--- src/rtl/axis_fifo_ctrl_pkg.sv ---
// Shared FIFO command codes, host op encodings and controller states.
// The FIFO and its controller both decode commands from this package.
package axis_fifo_ctrl_pkg;

    localparam int CmdCodeWidth = 4;

    typedef enum logic [3:0] {
        CMD_SET_EN     = 4'd0,
        CMD_SET_WR_POS = 4'd1,
        CMD_SET_RD_POS = 4'd2,
        CMD_SET_FULL   = 4'd3,
        CMD_SET_LENGTH = 4'd4,
        CMD_GET_EN     = 4'd5,
        CMD_GET_WR_POS = 4'd6,
        CMD_GET_RD_POS = 4'd7,
        CMD_GET_FULL   = 4'd8,
        CMD_GET_LENGTH = 4'd9
    } cmd_code_e;

    typedef enum logic [1:0] {
        OP_FLUSH  = 2'd0,
        OP_QUERY  = 2'd1,
        OP_SET_EN = 2'd2,
        OP_RSVD   = 2'd3
    } op_e;

    typedef enum logic [1:0] {
        S_IDLE    = 2'd0,
        S_ISSUE   = 2'd1,
        S_WAIT_ST = 2'd2,
        S_RESP    = 2'd3
    } state_e;

    function automatic int max_int(input int a, input int b);
        return (a > b) ? a : b;
    endfunction

    // Get commands return one status beat; Set commands return nothing.
    function automatic logic cmd_is_get(input cmd_code_e c);
        return c >= CMD_GET_EN;
    endfunction

endpackage

--- src/rtl/axis_fifo_ctrl_level.sv ---
// FIFO occupancy from write/read positions, full flag and length-1.
// Pure combinational; result is PosWidth+1 bits so a full FIFO fits.
module fifo_level_calc #(
    parameter int PosWidth = 3
) (
    input  logic [PosWidth-1:0] wr_pos,
    input  logic [PosWidth-1:0] rd_pos,
    input  logic [PosWidth-1:0] len_m1,
    input  logic                full,
    output logic [PosWidth:0]   level
);

    logic [PosWidth:0] len;
    logic [PosWidth:0] wr_ext;
    logic [PosWidth:0] rd_ext;

    always_comb begin
        len    = {1'b0, len_m1} + {{PosWidth{1'b0}}, 1'b1};
        wr_ext = {1'b0, wr_pos};
        rd_ext = {1'b0, rd_pos};
        if (full) begin
            level = len;
        end else if (wr_pos >= rd_pos) begin
            level = wr_ext - rd_ext;
        end else begin
            level = wr_ext + len - rd_ext;
        end
    end

endmodule

--- src/rtl/axis_fifo_ctrl.sv ---
// Host-side controller that turns FLUSH/QUERY/SET_EN requests into
// FIFO command/status stream sequences, one operation at a time.
module axis_fifo_ctrl
    import axis_fifo_ctrl_pkg::*;
#(
    parameter int PosWidth      = 3,
    parameter int TimeoutCycles = 16,
    localparam int CmdDataWidth = max_int(PosWidth, 2)
) (
    input  logic                                aclk,
    input  logic                                areset,
    input  logic                                req_valid,
    output logic                                req_ready,
    input  logic [1:0]                          req_op,
    input  logic [1:0]                          req_arg,
    output logic                                rsp_valid,
    input  logic                                rsp_ready,
    output logic [PosWidth:0]                   rsp_level,
    output logic                                rsp_full,
    output logic                                rsp_error,
    output logic                                cmd_tvalid,
    input  logic                                cmd_tready,
    output logic [CmdDataWidth+CmdCodeWidth-1:0] cmd_tdata,
    input  logic                                status_tvalid,
    output logic                                status_tready,
    input  logic [CmdDataWidth-1:0]             status_tdata
);

    localparam int TmoWidth = $clog2(TimeoutCycles + 1);
    localparam logic [TmoWidth-1:0] TmoLast = TmoWidth'(TimeoutCycles - 1);

    typedef struct packed {
        logic [CmdDataWidth-1:0] arg;
        cmd_code_e               code;
    } cmd_t;

    state_e                        state_q, state_d;
    op_e                           op_q, op_d;
    logic [1:0]                    arg_q, arg_d;
    logic [2:0]                    step_q, step_d;
    logic [TmoWidth-1:0]           tmo_q, tmo_d;
    logic [3:0][CmdDataWidth-1:0]  st_q, st_d;
    logic                          cmd_tvalid_q, cmd_tvalid_d;
    cmd_t                          cmd_tdata_q, cmd_tdata_d;
    logic                          status_tready_q, status_tready_d;
    logic                          rsp_valid_q, rsp_valid_d;
    logic [PosWidth:0]             rsp_level_q, rsp_level_d;
    logic                          rsp_full_q, rsp_full_d;
    logic                          rsp_error_q, rsp_error_d;
    logic [PosWidth:0]             level;
    cmd_t                          nxt_cmd;

    function automatic cmd_t seq_cmd(
        input op_e                     op,
        input logic [2:0]              step,
        input logic [1:0]              en_arg,
        input logic [CmdDataWidth-1:0] saved
    );
        cmd_t c;
        c.code = CMD_SET_EN;
        c.arg  = '0;
        case (op)
            OP_FLUSH: begin
                case (step)
                    3'd0:    c.code = CMD_GET_EN;
                    3'd1:    c.code = CMD_SET_EN;
                    3'd2:    c.code = CMD_SET_WR_POS;
                    3'd3:    c.code = CMD_SET_RD_POS;
                    3'd4:    c.code = CMD_SET_FULL;
                    default: c.arg  = saved;
                endcase
            end
            OP_QUERY: begin
                case (step)
                    3'd0:    c.code = CMD_GET_WR_POS;
                    3'd1:    c.code = CMD_GET_RD_POS;
                    3'd2:    c.code = CMD_GET_FULL;
                    default: c.code = CMD_GET_LENGTH;
                endcase
            end
            default: c.arg = CmdDataWidth'(en_arg);
        endcase
        return c;
    endfunction

    function automatic logic [2:0] last_step(input op_e op);
        case (op)
            OP_FLUSH: return 3'd5;
            OP_QUERY: return 3'd3;
            default:  return 3'd0;
        endcase
    endfunction

    // Status beats land in the slot of the step that requested them.
    always_comb begin
        st_d = st_q;
        if (state_q == S_WAIT_ST && status_tvalid) begin
            st_d[step_q[1:0]] = status_tdata;
        end
    end

    fifo_level_calc #(
        .PosWidth (PosWidth)
    ) u_level (
        .wr_pos (st_d[0][PosWidth-1:0]),
        .rd_pos (st_d[1][PosWidth-1:0]),
        .len_m1 (st_d[3][PosWidth-1:0]),
        .full   (st_d[2] != '0),
        .level  (level)
    );

    always_comb begin
        state_d     = state_q;
        op_d        = op_q;
        arg_d       = arg_q;
        step_d      = step_q;
        tmo_d       = tmo_q;
        rsp_level_d = rsp_level_q;
        rsp_full_d  = rsp_full_q;
        rsp_error_d = rsp_error_q;
        unique case (state_q)
            S_IDLE: begin
                if (req_valid) begin
                    op_d        = op_e'(req_op);
                    arg_d       = req_arg;
                    step_d      = '0;
                    tmo_d       = '0;
                    rsp_level_d = '0;
                    rsp_full_d  = 1'b0;
                    rsp_error_d = 1'b0;
                    if (op_e'(req_op) == OP_RSVD) begin
                        state_d     = S_RESP;
                        rsp_error_d = 1'b1;
                    end else begin
                        state_d = S_ISSUE;
                    end
                end
            end
            S_ISSUE: begin
                if (cmd_tready) begin
                    if (cmd_is_get(cmd_tdata_q.code)) begin
                        state_d = S_WAIT_ST;
                        tmo_d   = '0;
                    end else if (step_q == last_step(op_q)) begin
                        state_d = S_RESP;
                    end else begin
                        step_d = step_q + 3'd1;
                    end
                end
            end
            S_WAIT_ST: begin
                if (status_tvalid) begin
                    tmo_d = '0;
                    if (step_q == last_step(op_q)) begin
                        state_d = S_RESP;
                        if (op_q == OP_QUERY) begin
                            rsp_level_d = level;
                            rsp_full_d  = st_d[2] != '0;
                        end
                    end else begin
                        state_d = S_ISSUE;
                        step_d  = step_q + 3'd1;
                    end
                end else if (tmo_q == TmoLast) begin
                    state_d     = S_RESP;
                    rsp_error_d = 1'b1;
                end else begin
                    tmo_d = tmo_q + 1'b1;
                end
            end
            S_RESP: begin
                if (rsp_ready) begin
                    state_d     = S_IDLE;
                    rsp_level_d = '0;
                    rsp_full_d  = 1'b0;
                    rsp_error_d = 1'b0;
                end
            end
            default: state_d = S_IDLE;
        endcase

        nxt_cmd         = seq_cmd(op_d, step_d, arg_d, st_d[0]);
        cmd_tvalid_d    = state_d == S_ISSUE;
        cmd_tdata_d     = cmd_tvalid_d ? nxt_cmd : '0;
        status_tready_d = state_d == S_WAIT_ST;
        rsp_valid_d     = state_d == S_RESP;
    end

    always_ff @(posedge aclk or posedge areset) begin
        if (areset) begin
            state_q         <= S_IDLE;
            op_q            <= OP_FLUSH;
            arg_q           <= '0;
            step_q          <= '0;
            tmo_q           <= '0;
            st_q            <= '0;
            cmd_tvalid_q    <= 1'b0;
            cmd_tdata_q     <= '0;
            status_tready_q <= 1'b0;
            rsp_valid_q     <= 1'b0;
            rsp_level_q     <= '0;
            rsp_full_q      <= 1'b0;
            rsp_error_q     <= 1'b0;
        end else begin
            state_q         <= state_d;
            op_q            <= op_d;
            arg_q           <= arg_d;
            step_q          <= step_d;
            tmo_q           <= tmo_d;
            st_q            <= st_d;
            cmd_tvalid_q    <= cmd_tvalid_d;
            cmd_tdata_q     <= cmd_tdata_d;
            status_tready_q <= status_tready_d;
            rsp_valid_q     <= rsp_valid_d;
            rsp_level_q     <= rsp_level_d;
            rsp_full_q      <= rsp_full_d;
            rsp_error_q     <= rsp_error_d;
        end
    end

    assign req_ready     = state_q == S_IDLE;
    assign cmd_tvalid    = cmd_tvalid_q;
    assign cmd_tdata     = cmd_tdata_q;
    assign status_tready = status_tready_q;
    assign rsp_valid     = rsp_valid_q;
    assign rsp_level     = rsp_level_q;
    assign rsp_full      = rsp_full_q;
    assign rsp_error     = rsp_error_q;

endmodule

--- config.mk ---
export PLATFORM = sky130hd
export DESIGN_NAME = axis_fifo_ctrl
export DESIGN_NICKNAME = d
export VERILOG_FILES = /design/src/rtl/axis_fifo_ctrl_pkg.sv /design/src/rtl/axis_fifo_ctrl_level.sv /design/src/rtl/axis_fifo_ctrl.sv
export SDC_FILE = /design/constraint.sdc
export NUM_CORES = 1
export LEC_CHECK = 0
export CAP_MARGIN = 20
export CORE_MARGIN = 4
export CORE_UTILIZATION = 54
export DETAILED_ROUTE_END_ITERATION = 10
export PLACE_DENSITY = 0.87
export SYNTH_ARGS = -nofsm -noshare
export SYNTH_HDL_FRONTEND = slang
export SYNTH_SLANG_ARGS = --single-unit
--- constraint.sdc ---
create_clock -name aclk -period 4.6 [get_ports aclk]
set_clock_uncertainty 0.05 [all_clocks]
set_input_delay 0.46 -clock aclk [delete_from_list [all_inputs] [get_ports aclk]]
set_output_delay 0.46 -clock aclk [all_outputs]
set_load 0.02 [all_outputs]
==> run_results.csv, run 1 <==
group,metric,value,unit
outcome,status,"finished, final reports clean",
die,die_area,5909,um2
timing,worst_pin_slew,0.6063,ns
worst_setup_path,end_kind,"register",
pwr,cellLeakagePower,1.383,nW
layout,seq_area,1051,um2
global_routing,grt_max_degree,43,
timing,worst_slack,0.8291,ns
worst_setup_path,crit_type,"register to register",
placed_design,gp_congestion,0.9314,
worst_setup_path,worstPathArrival,3.89,ns
yosys,yosys_warnings,0,
placed_design,port_buffers,29,
yosys,yosys.area.top_type_share,0.4104,
flow_run,cap_violations,0,
timing,final_min_period_over_clock_period,0.8198,
placed_design,dp.cells,329,
drt,dr.pass1.iters,5,
timing,hold_slack,0.4290,ns
yosys,synth_edf_count,0,
timing,drv_slew,0,
die,floorplan.rows,24,
layout,area_growth,15.58,%
cts,cts_tree,"yes",
yosys,syn_inst,253,
yosys,synth_commonest_cells,"dfrtp_1 (42), nand2_1 (25), inv_1 (23)",
yosys,synth.most_common_cell,"dfrtp_1",
timing,relSlewSlack,0.5927,
cts,cts_made_buffers,5,
cts,cts.sink_count,42,
global_routing,grt_pass1_wl,8997,um
drt,antenna_left,0,
drt,wire_per_inst,15.76,um
die,ios,30,
worst_setup_path,crit_fanout,11,
drt,drt_wl_total,5294,um
timing,hold_viol_final,0,
global_routing,grt_pass1_vias,1979,
yosys,synth_area_leaders,"dfrtp_1 (41%), ha_1 (6.8%), mux2_2 (4.8%)",
yosys,syn_avg_cell_area,10.12,um2
timing,rsz0062_at_grt,"no",
drt,drc,0,
cts,cts_max_level,2,
layout,multi_input_area,1380,um2
timing,setup_viol,0,
yosys,syn_nets,285,
yosys,synth_flop_cell,"dfrtp_1",
die,die_w,76.87,um
cts,path_clk_slew,0.07,ns
drt,drt_iter0_markers,148,
die,core,4474,um2
layout,nFillCells,349,
drt,viasPerCell,5.863,
cts,post_cts_resized,0,
worst_setup_path,worstSetupStartpointType,"register",
cts,clk_path_buf_depth,2,
yosys,synth.distinct_cells,62,
layout,final_util,0.6616,
cts,cts_setup_buffers,0,
pwr,ir_drop,0.5558,mV
layout,nNetsFinal,316,
yosys,synth_top_area_cell,"dfrtp_1",
cts,clock_latency,0.29,ns
layout,drive_gt1_frac,0.1056,
placed_design,placed_cell_area,2884,um2
layout,n_antenna_cell,0,
timing,period_needed,3.771,ns
placed_design,hpwl,4101,um
worst_setup_path,r2r_start,"step_q[1]",
global_routing,overflow,0,
worst_setup_path,worstPathRequired,4.72,ns
drt,dr_total_vias,1970,
worst_hold_path,hp-class,"register to register",
die,die_y,76.87,um
timing,setup_tns,0,ns
worst_hold_path,worstHoldStart,"arg_q[0]",
yosys,async_flop_share,1.000,
pwr,power,2.033,mW
cts,hold_buffers,0,
yosys,yosysSeqAreaShare,0.4104,
pwr,power.density,686.7,nW/um2
layout,instances_no_fill,336,
yosys,ys_ff_latch,42,
cts,clock-root-buffer,"clkbuf_8",
yosys,synthesis.area,2561,um2
layout,final_design_area_no_fill,2960,um2
placed_design,place_ws,0.5869,ns
timing,fmax,0.2652,GHz
global_routing,grt_usage,0.1882,
worst_setup_path,startpoint,"step_q[1]",
global_routing,antenna_found_initial,0,
worst_setup_path,reg2reg_setup_slack,0.83,ns
die,initial_core_util,0.5724,
flip-flops by register name, indices dropped and copies added, names as in the netlist:
register,count
rsp_error,1
status_tready,1
rsp_full,1
rsp_level,4
arg_q,2
st_q,12
tmo_q,5
rsp_valid,1
cmd_tdata,7
op_q,2
state_q,2
step_q,3
cmd_tvalid,1
layout by cell type (no fill, tap or decap), types with 4 or more instances in the layout:
| cell type | netlist | final |
|---|---|---|
| nor2_1 | 17 | 17 |
| nand3_1 | 7 | 7 |
| inv_1 | 23 | 23 |
| ha_1 | 14 | 14 |
| a21oi_1 | 9 | 9 |
| mux2_2 | 11 | 11 |
| mux2i_1 | 6 | 6 |
| nor3_1 | 4 | 4 |
| clkdlybuf4s50_1 | 0 | 29 |
| clkbuf_8 | 0 | 5 |
| a21o_1 | 4 | 4 |
| fa_1 | 5 | 5 |
| nand2_1 | 25 | 25 |
| o21ai_0 | 10 | 10 |
| or3_1 | 6 | 6 |
| dfrtp_1 | 42 | 42 |
| nand2b_1 | 4 | 4 |
per-layer routing:
metal,global-route usage,routed length (um),share of wire
met5,0,0,0
met4,0.09058,141,0.027
met3,0.04567,234,0.044
met2,0.2953,2525,0.48
met1,0.2436,2392,0.45
logic make-up after synthesis:
family | Yosys count | share of synthesized area
compound gates | 56 | 0.1602
xor+xnor | 4 | 0.01368
flops | 42 | 0.4104
simple gates | 85 | 0.1856
fa+ha+maj | 19 | 0.1075
mux | 17 | 0.07181
buf+inv | 30 | 0.05080
worst max-delay path, cell delays in order, from the launching register on:
cell,delay (ns)
dfrtp_1,0.57
ha_1,0.33
nand4b_4,0.16
mux2_2,0.36
ha_1,0.20
xor2_1,0.31
fa_1,0.46
ha_1,0.34
a21oi_1,0.17
xor2_1,0.21
xnor2_1,0.15
a211oi_1,0.09
a221o_1,0.27
path summary, 6_finish.rpt:
kind                            endpoint  depth (start not counted)
max                         rsp_level[3]                         12
min                             arg_q[0]                          2
max reg2reg                 rsp_level[3]                         12
min reg2reg                     arg_q[0]                          2
max in group asynchronous       arg_q[1]                          3
min in group asynchronous  status_tready                          3
report_power, final:
part	internal (mW)	switching, mW	leakage, nW
logic	0.532	0.680	0.792
clock network	0.104	0.115	0.0383
registers	0.490	0.112	0.553
total	1.13	0.907	1.38
final cells by class:
class,instances,area share
inverter,24,0.03043
multi-input combinational,181,0.4662
timing repair buffer,30,0.1006
tap,52,0.02198
sequential,42,0.3550
clock buffer,7,0.02578
Note: power is estimated with default switching activity, not from simulation.
==> inputs of run 2 (changes only) <==
CORE_UTILIZATION = 51   (was 54)
clock period = 3.35 ns   (was 4.6 ns; I/O delays follow)
==> run 2 against run 1 <==
Against the previous run: worst hold slack worse by 0.0035 ns; largest cell class unchanged; clock power is 37% higher; combinational power is 76% higher; count of clock-buffer cells in the layout stayed put; the flow now finishes with violations (negative setup slack).
==> run_results.csv, run 2 (same netlist as run 1, synthesis figures left out) <==
group,metric,value,unit
outcome,status,"finished with violations",
outcome,violations,"negative setup slack",
drt,antenna_left,0,
global_routing,grt_usage,0.2107,
timing,drv_slew,0,
layout,nFillCells,364,
worst_setup_path,cpPeakStageDelay,0.47,ns
layout,largest_register_ffs,12,
global_routing,overflow,0,
layout,regMostFlops,"st_q",
cts,cts_max_level,2,
drt,drt_iter0_markers,187,
layout,seq_area,1052,um2
pwr,ir_drop,0.7545,mV
drt,dr_total_vias,2139,
worst_setup_path,worstPathRequired,3.47,ns
cts,path_clk_slew,0.07,ns
global_routing,grt_pass1_vias,2223,
timing,relSlewSlack,0.4774,
cts,clock-root-buffer,"clkbuf_8",
worst_setup_path,end_kind,"register",
placed_design,gp_congestion,0.8357,
cts,hold_buffers,0,
worst_setup_path,crit_top_cell,"ha_4",
worst_setup_path,worstSetupStartpointType,"register",
global_routing,grt_max_degree,23,
cts,cts_tree,"yes",
worst_setup_path,r2r_start,"step_q[0]",
timing,setup_tns,-0.0002682,ns
die,die_w,78.87,um
layout,multi_input_area,1445,um2
die,die_area,6220,um2
timing,rsz0062_at_grt,"yes",
global_routing,grt_pass1_wl,10090,um
worst_setup_path,cp.buffers_inverters,1,
global_routing,antenna_found_initial,0,
layout,final_common_cell,"dfrtp_1",
die,floorplan.rows,25,
die,die_y,78.87,um
layout,area_growth,27.21,%
drt,drt_wl_total,6121,um
worst_setup_path,cp.depth,13,
die,ios,30,
cts,clock_latency,0.29,ns
timing,worst_slack,-0.0002682,ns
timing,worst_pin_slew,0.7831,ns
worst_setup_path,reg2reg_setup_slack,-0.0003,ns
worst_setup_path,startpoint,"step_q[0]",
worst_hold_path,hp-class,"register to register",
cts,cts_made_buffers,5,
drt,dr.pass1.iters,4,
flow_run,cap_violations,0,
timing,hold_viol_final,0,
worst_setup_path,crit_slowest_cell,"fa_1",
layout,nNetsFinal,344,
worst_setup_path,critical_path.top_delay_family,"adder cells",
cts,clk_path_buf_depth,2,
timing,period_needed,3.350,ns
timing,final_min_period_over_clock_period,1.000,
worst_setup_path,r2r-end,"rsp_level[3]",
worst_setup_path,worstPathArrival,3.47,ns
worst_setup_path,crit_fanout,3,
pwr,power.density,983.6,nW/um2
worst_setup_path,crit_chain,"buf_4, ha_4, nand4b_4, mux2_4, ha_4, fa_1, ha_1, a21o_1, a21oi_2, xor2_1, xnor2_1, a211oi_2, a221o_1",
drt,drc,0,
timing,fmax,0.2985,GHz
cts,cts.sink_count,42,
pwr,cellLeakagePower,1.518,nW
drt,viasPerCell,5.644,
layout,drive_gt1_frac,0.2179,
timing,setup_viol,1,
timing,hold_slack,0.4255,ns
worst_setup_path,r2r_cells,13,
placed_design,port_buffers,29,
layout,n_antenna_cell,0,
die,core,4786,um2
worst_setup_path,crit_type,"register to register",
worst_setup_path,critPathCapture,"rsp_level[3]",
drt,wire_per_inst,16.15,um
die,initial_core_util,0.5352,
placed_design,hpwl,4633,um
layout,mostFrequentLayoutCells,"dfrtp_1 (41), clkdlybuf4s50_1 (28), buf_4 (28), nand2_1 (25), inv_1 (21)",
==> run 2: worst min path at each step <==
stage / end / slack (ns) / depth (start not counted) / from
after floorplan: tmo_q[3] / 0.39 / 1 / tmo_q[3]
after global placement: arg_q[0] / 0.41 / 2 / arg_q[0]
after detailed placement: arg_q[0] / 0.41 / 2 / arg_q[0]
after CTS: arg_q[0] / 0.43 / 2 / arg_q[0]
after global routing: arg_q[0] / 0.46 / 2 / arg_q[0]
final: arg_q[0] / 0.43 / 2 / arg_q[0]
==> run 2: worst register-to-register path: stages, from the launching register on <==
cell	delay [ns]
dfrtp_1	0.38
buf_4	0.14
ha_4	0.16
nand4b_4	0.11
mux2_4	0.33
ha_4	0.25
fa_1	0.47
ha_1	0.29
a21o_1	0.17
a21oi_2	0.15
xor2_1	0.21
xnor2_1	0.16
a211oi_2	0.10
a221o_1	0.27
==> run 2: stage by stage <==
step	utilization	power, mW	setup WS (ns)	cells	cell area [um2]
after CTS	0.6779	3.121	0.01087	379	3244
final	0.6808	3.205	-0.0002682	379	3258
after floorplan	-	2.073	0.02867	253	2564
after detailed placement	0.6463	2.706	-0.3716	369	3093
after global placement	0.6463	2.607	-0.2461	369	3093
after global routing	0.6808	3.457	-0.07070	379	3258
==> run 2: routing by layer <==
layer,routed length (um),vias to the layer above,GRT usage
li1,-,1025,-
met1,2664,1050,0.2565
met2,3132,55,0.3710
met3,231,9,0.03855
met4,93,0,0.08076
met5,0,-,0
==> run 2: area by class of cell <==
cell class	instances	share of cell area
Clock buffer	7	0.02343
Inverter	24	0.02765
Multi-Input combinational cell	181	0.4436
Sequential cell	42	0.3230
Tap cell	67	0.02573
Timing Repair Buffer	58	0.1567
==> run 2: report_power, final <==
group	internal [mW]	leakage (nW)	total, mW	switching (mW)
Clock	0.144	0.0383	0.301	0.158
Combinational	0.985	0.928	2.13	1.15
Sequential	0.675	0.552	0.773	0.0982
==> run 2: timing repair <==
action	4_1_cts	5_1_grt
hold endpoints to repair	0	0
endpoints found under the setup margin	1	3
buffers inserted	3	0
resized for setup	11	3
pin swaps	9	3
==> inputs of run 3 (changes only) <==
ABC_AREA = 1   (was not set)
PLACE_DENSITY = 0.86   (was 0.87)
==> run 3 against run 2 <==
Against the previous run: the run now ends clean; final cell count rose by 19%; sequential power fell by 3.4%; wire length fell by 0.62%; via count rose by 9.2%; global-route usage fell by 0.35 points; worst hold slack got worse by 0.22 ns; clock power rose by 37%; largest cell class unchanged.
==> run_results.csv, run 3 <==
group,metric,value,unit
worst_setup_path,crit_top_cell,"nand2_1",
pwr,p_int,1.642,mW
worst_setup_path,end_kind,"register",
worst_setup_path,worstSetupStartpointType,"input port",
drt,wire_per_inst,13.52,um
pwr,power.density,934.8,nW/um2
timing,setup_tns,0,ns
die,die_w,79.56,um
worst_setup_path,startpoint,"status_tvalid",
worst_setup_path,worstPathRequired,3.54,ns
drt,dr.pass1.iters,4,
cts,hold_buffers,0,
pwr,cellLeakagePower,1.701,nW
drt,antenna_left,0,
pwr,ir_drop,0.4207,mV
timing,hold_slack,0.2038,ns
layout,mostFrequentLayoutCells,"nand2_1 (93), inv_1 (52), dfrtp_1 (41), clkdlybuf4s50_1 (29), o21ai_0 (19)",
timing,final_min_period_over_clock_period,0.9468,
global_routing,overflow,0,
layout,final_common_cell,"nand2_1",
drt,viasPerCell,5.189,
pwr,combPwrFrac,0.623,
worst_setup_path,crit_type,"input port to register",
yosys,synth.distinct_cells,36,
pwr,power.switching,1.430,mW
layout,area_growth,25.87,%
yosys,synth_area_leaders,"dfrtp_1 (40%), nand2_1 (13%), inv_1 (7.5%)",
drt,drc,0,
layout,regMostFlops,"st_q",
yosys,yosysSeqAreaShare,0.4025,
die,core,4848,um2
timing,setup_viol,0,
outcome,status,"finished, final reports clean",
timing,drv_slew,0,
placed_design,port_buffers,29,
die,die_y,79.56,um
yosys,synth_top_area_cell,"dfrtp_1",
yosys,syn_avg_cell_area,7.985,um2
timing,relSlewSlack,0.7189,
pwr,p_clk_frac,0.134,
layout,n_antenna_cell,0,
layout,nFillCells,372,
global_routing,antenna_found_initial,0,
yosys,synth_commonest_cells,"nand2_1 (93), inv_1 (52), dfrtp_1 (42)",
pwr,swShare,0.4656,
layout,multi_input_area,1363,um2
global_routing,grt_max_degree,28,
cts,clk_path_buf_depth,2,
yosys,yosys_warnings,0,
worst_setup_path,critical_path.top_delay_family,"adder cells",
yosys,yosys.area.top_type_share,0.4025,
timing,fmax,0.3153,GHz
global_routing,grt_pass1_wl,10270,um
yosys,async_flop_share,1.000,
layout,instances_no_fill,450,
placed_design,gp_congestion,0.8540,
yosys,synth.most_common_cell,"nand2_1",
layout,seq_area,1052,um2
yosys,synthesis.area,2611,um2
flow_run,cap_violations,0,
layout,drive_gt1_frac,0.1697,
global_routing,grt_pass1_vias,2371,
die,floorplan.rows,25,
layout,largest_register_ffs,12,
yosys,syn_inst,327,
cts,cts_max_level,2,
pwr,power,3.073,mW
drt,dr_total_vias,2335,
worst_hold_path,hp-class,"input port to asynchronous set/reset pin",
die,initial_core_util,0.5386,
pwr,p_seq_frac,0.243,
cts,clock-root-buffer,"clkbuf_8",
cts,cts_made_buffers,5,
drt,drt_iter0_markers,160,
timing,worst_pin_slew,0.4173,ns
cts,cts_tree,"yes",
timing,hold_viol_final,0,
yosys,syn_nets,359,
timing,period_needed,3.172,ns
global_routing,grt_usage,0.2072,
die,die_area,6329,um2
yosys,synth_flop_cell,"dfrtp_1",
worst_setup_path,r2r_start,"state_q[0]",
drt,drt_wl_total,6083,um
cts,clock_latency,0.30,ns
worst_setup_path,worstPathArrival,3.36,ns
placed_design,hpwl,4604,um
yosys,synth_edf_count,0,
worst_setup_path,cp.buffers_inverters,3,
worst_setup_path,crit_fanout,6,
die,ios,30,
cts,path_clk_slew,0.08,ns
layout,final_design_area_no_fill,3287,um2
yosys,ys_ff_latch,42,
placed_design,placed_cell_area,3105,um2
worst_setup_path,crit_chain,"clkdlybuf4s50_1, inv_1, nor2_8, nand2_4, nand2_1, o21a_1, inv_1, ha_1, xor2_2, fa_1, ha_4, a21oi_2, nand2_1, xnor2_1, or2_0, nand3_1, nand2_1, o21ai_2",
layout,nNetsFinal,414,
worst_setup_path,cpPeakStageDelay,0.54,ns
worst_setup_path,crit_slowest_cell,"fa_1",
cts,cts.sink_count,42,
placed_design,dp.cells,439,
==> run 3: cell count changes in the layout (fill, tap and decap cells not counted), sizes merged, moves of 4 or more <==
cell    before  now
nand2       25  103
inv         24   59
o21ai       12   29
mux2        11    0
buf         29   19
nand3        7   15
or3          6    0
mux2i        6    1
a21o         4    0
nand2b       4    0
==> run 3: routing by layer <==
layer | up-vias | global-route usage | wire [um]
met4 | 0 | 0.07045 | 101
li1 | 1136 | - | -
met3 | 12 | 0.04063 | 297
met1 | 1121 | 0.2547 | 2511
met2 | 66 | 0.3614 | 3173
met5 | - | 0 | 0
==> run 3: area by class of cell <==
cell class	instances	share of cell area
timing repair buffer	48	0.1378
clock buffer	5	0.02094
tap	67	0.02550
multi-input combinational	226	0.4145
inverter	59	0.06738
sequential	42	0.3201
clock inverter	3	0.01370
==> run 3: kinds of logic after synthesis <==
group,share of synthesized area
XOR/XNOR,0.01006
adder cells (fa/ha/maj),0.1054
AO/OA/AOI/OAI,0.1222
flip-flops,0.4025
multiplexers,0.003833
buffers and inverters,0.08481
AND/OR/NAND/NOR,0.2712
==> run 3: power by group through the flow <==
stage	Clock, mW	Combinational (mW)	Sequential, mW
finish	0.412	1.91	0.747
global route	0.436	2.14	0.763
CTS	0.417	1.83	0.743
detailed placement	0	1.81	0.751
global placement	0	1.72	0.745
floorplan	0	1.19	0.810
==> run 3: path summary, 6_finish.rpt <==
| check | end | depth (start not counted) | slack, ns |
|---|---|---|---|
| worst max register to register | rsp_level[3] | 18 | 0.20 |
| min in group aclk | arg_q[0] | 2 | 0.45 |
| worst max-delay path | rsp_level[3] | 18 | 0.18 |
| worst min-delay path | rsp_level[0] | 2 | 0.20 |
| max in group asynchronous | state_q[1] | 4 | 2.44 |
| worst min register to register | arg_q[0] | 2 | 0.45 |
==> run 3: per-stage QoR <==
step	utilization	worst slack, ns
2_1_floorplan	-	0.2641
3_3_place_gp	0.6405	-0.06542
3_5_place_dp	0.6405	-0.1702
4_1_cts	0.6640	0.1126
5_1_grt	0.6779	-0.01017
6_report	0.6779	0.1783
==> run 3: what timing repair did <==
action                     CTS  global route
setup endpoints to repair    0             1
resized for setup            0             4
buffers inserted             0             2
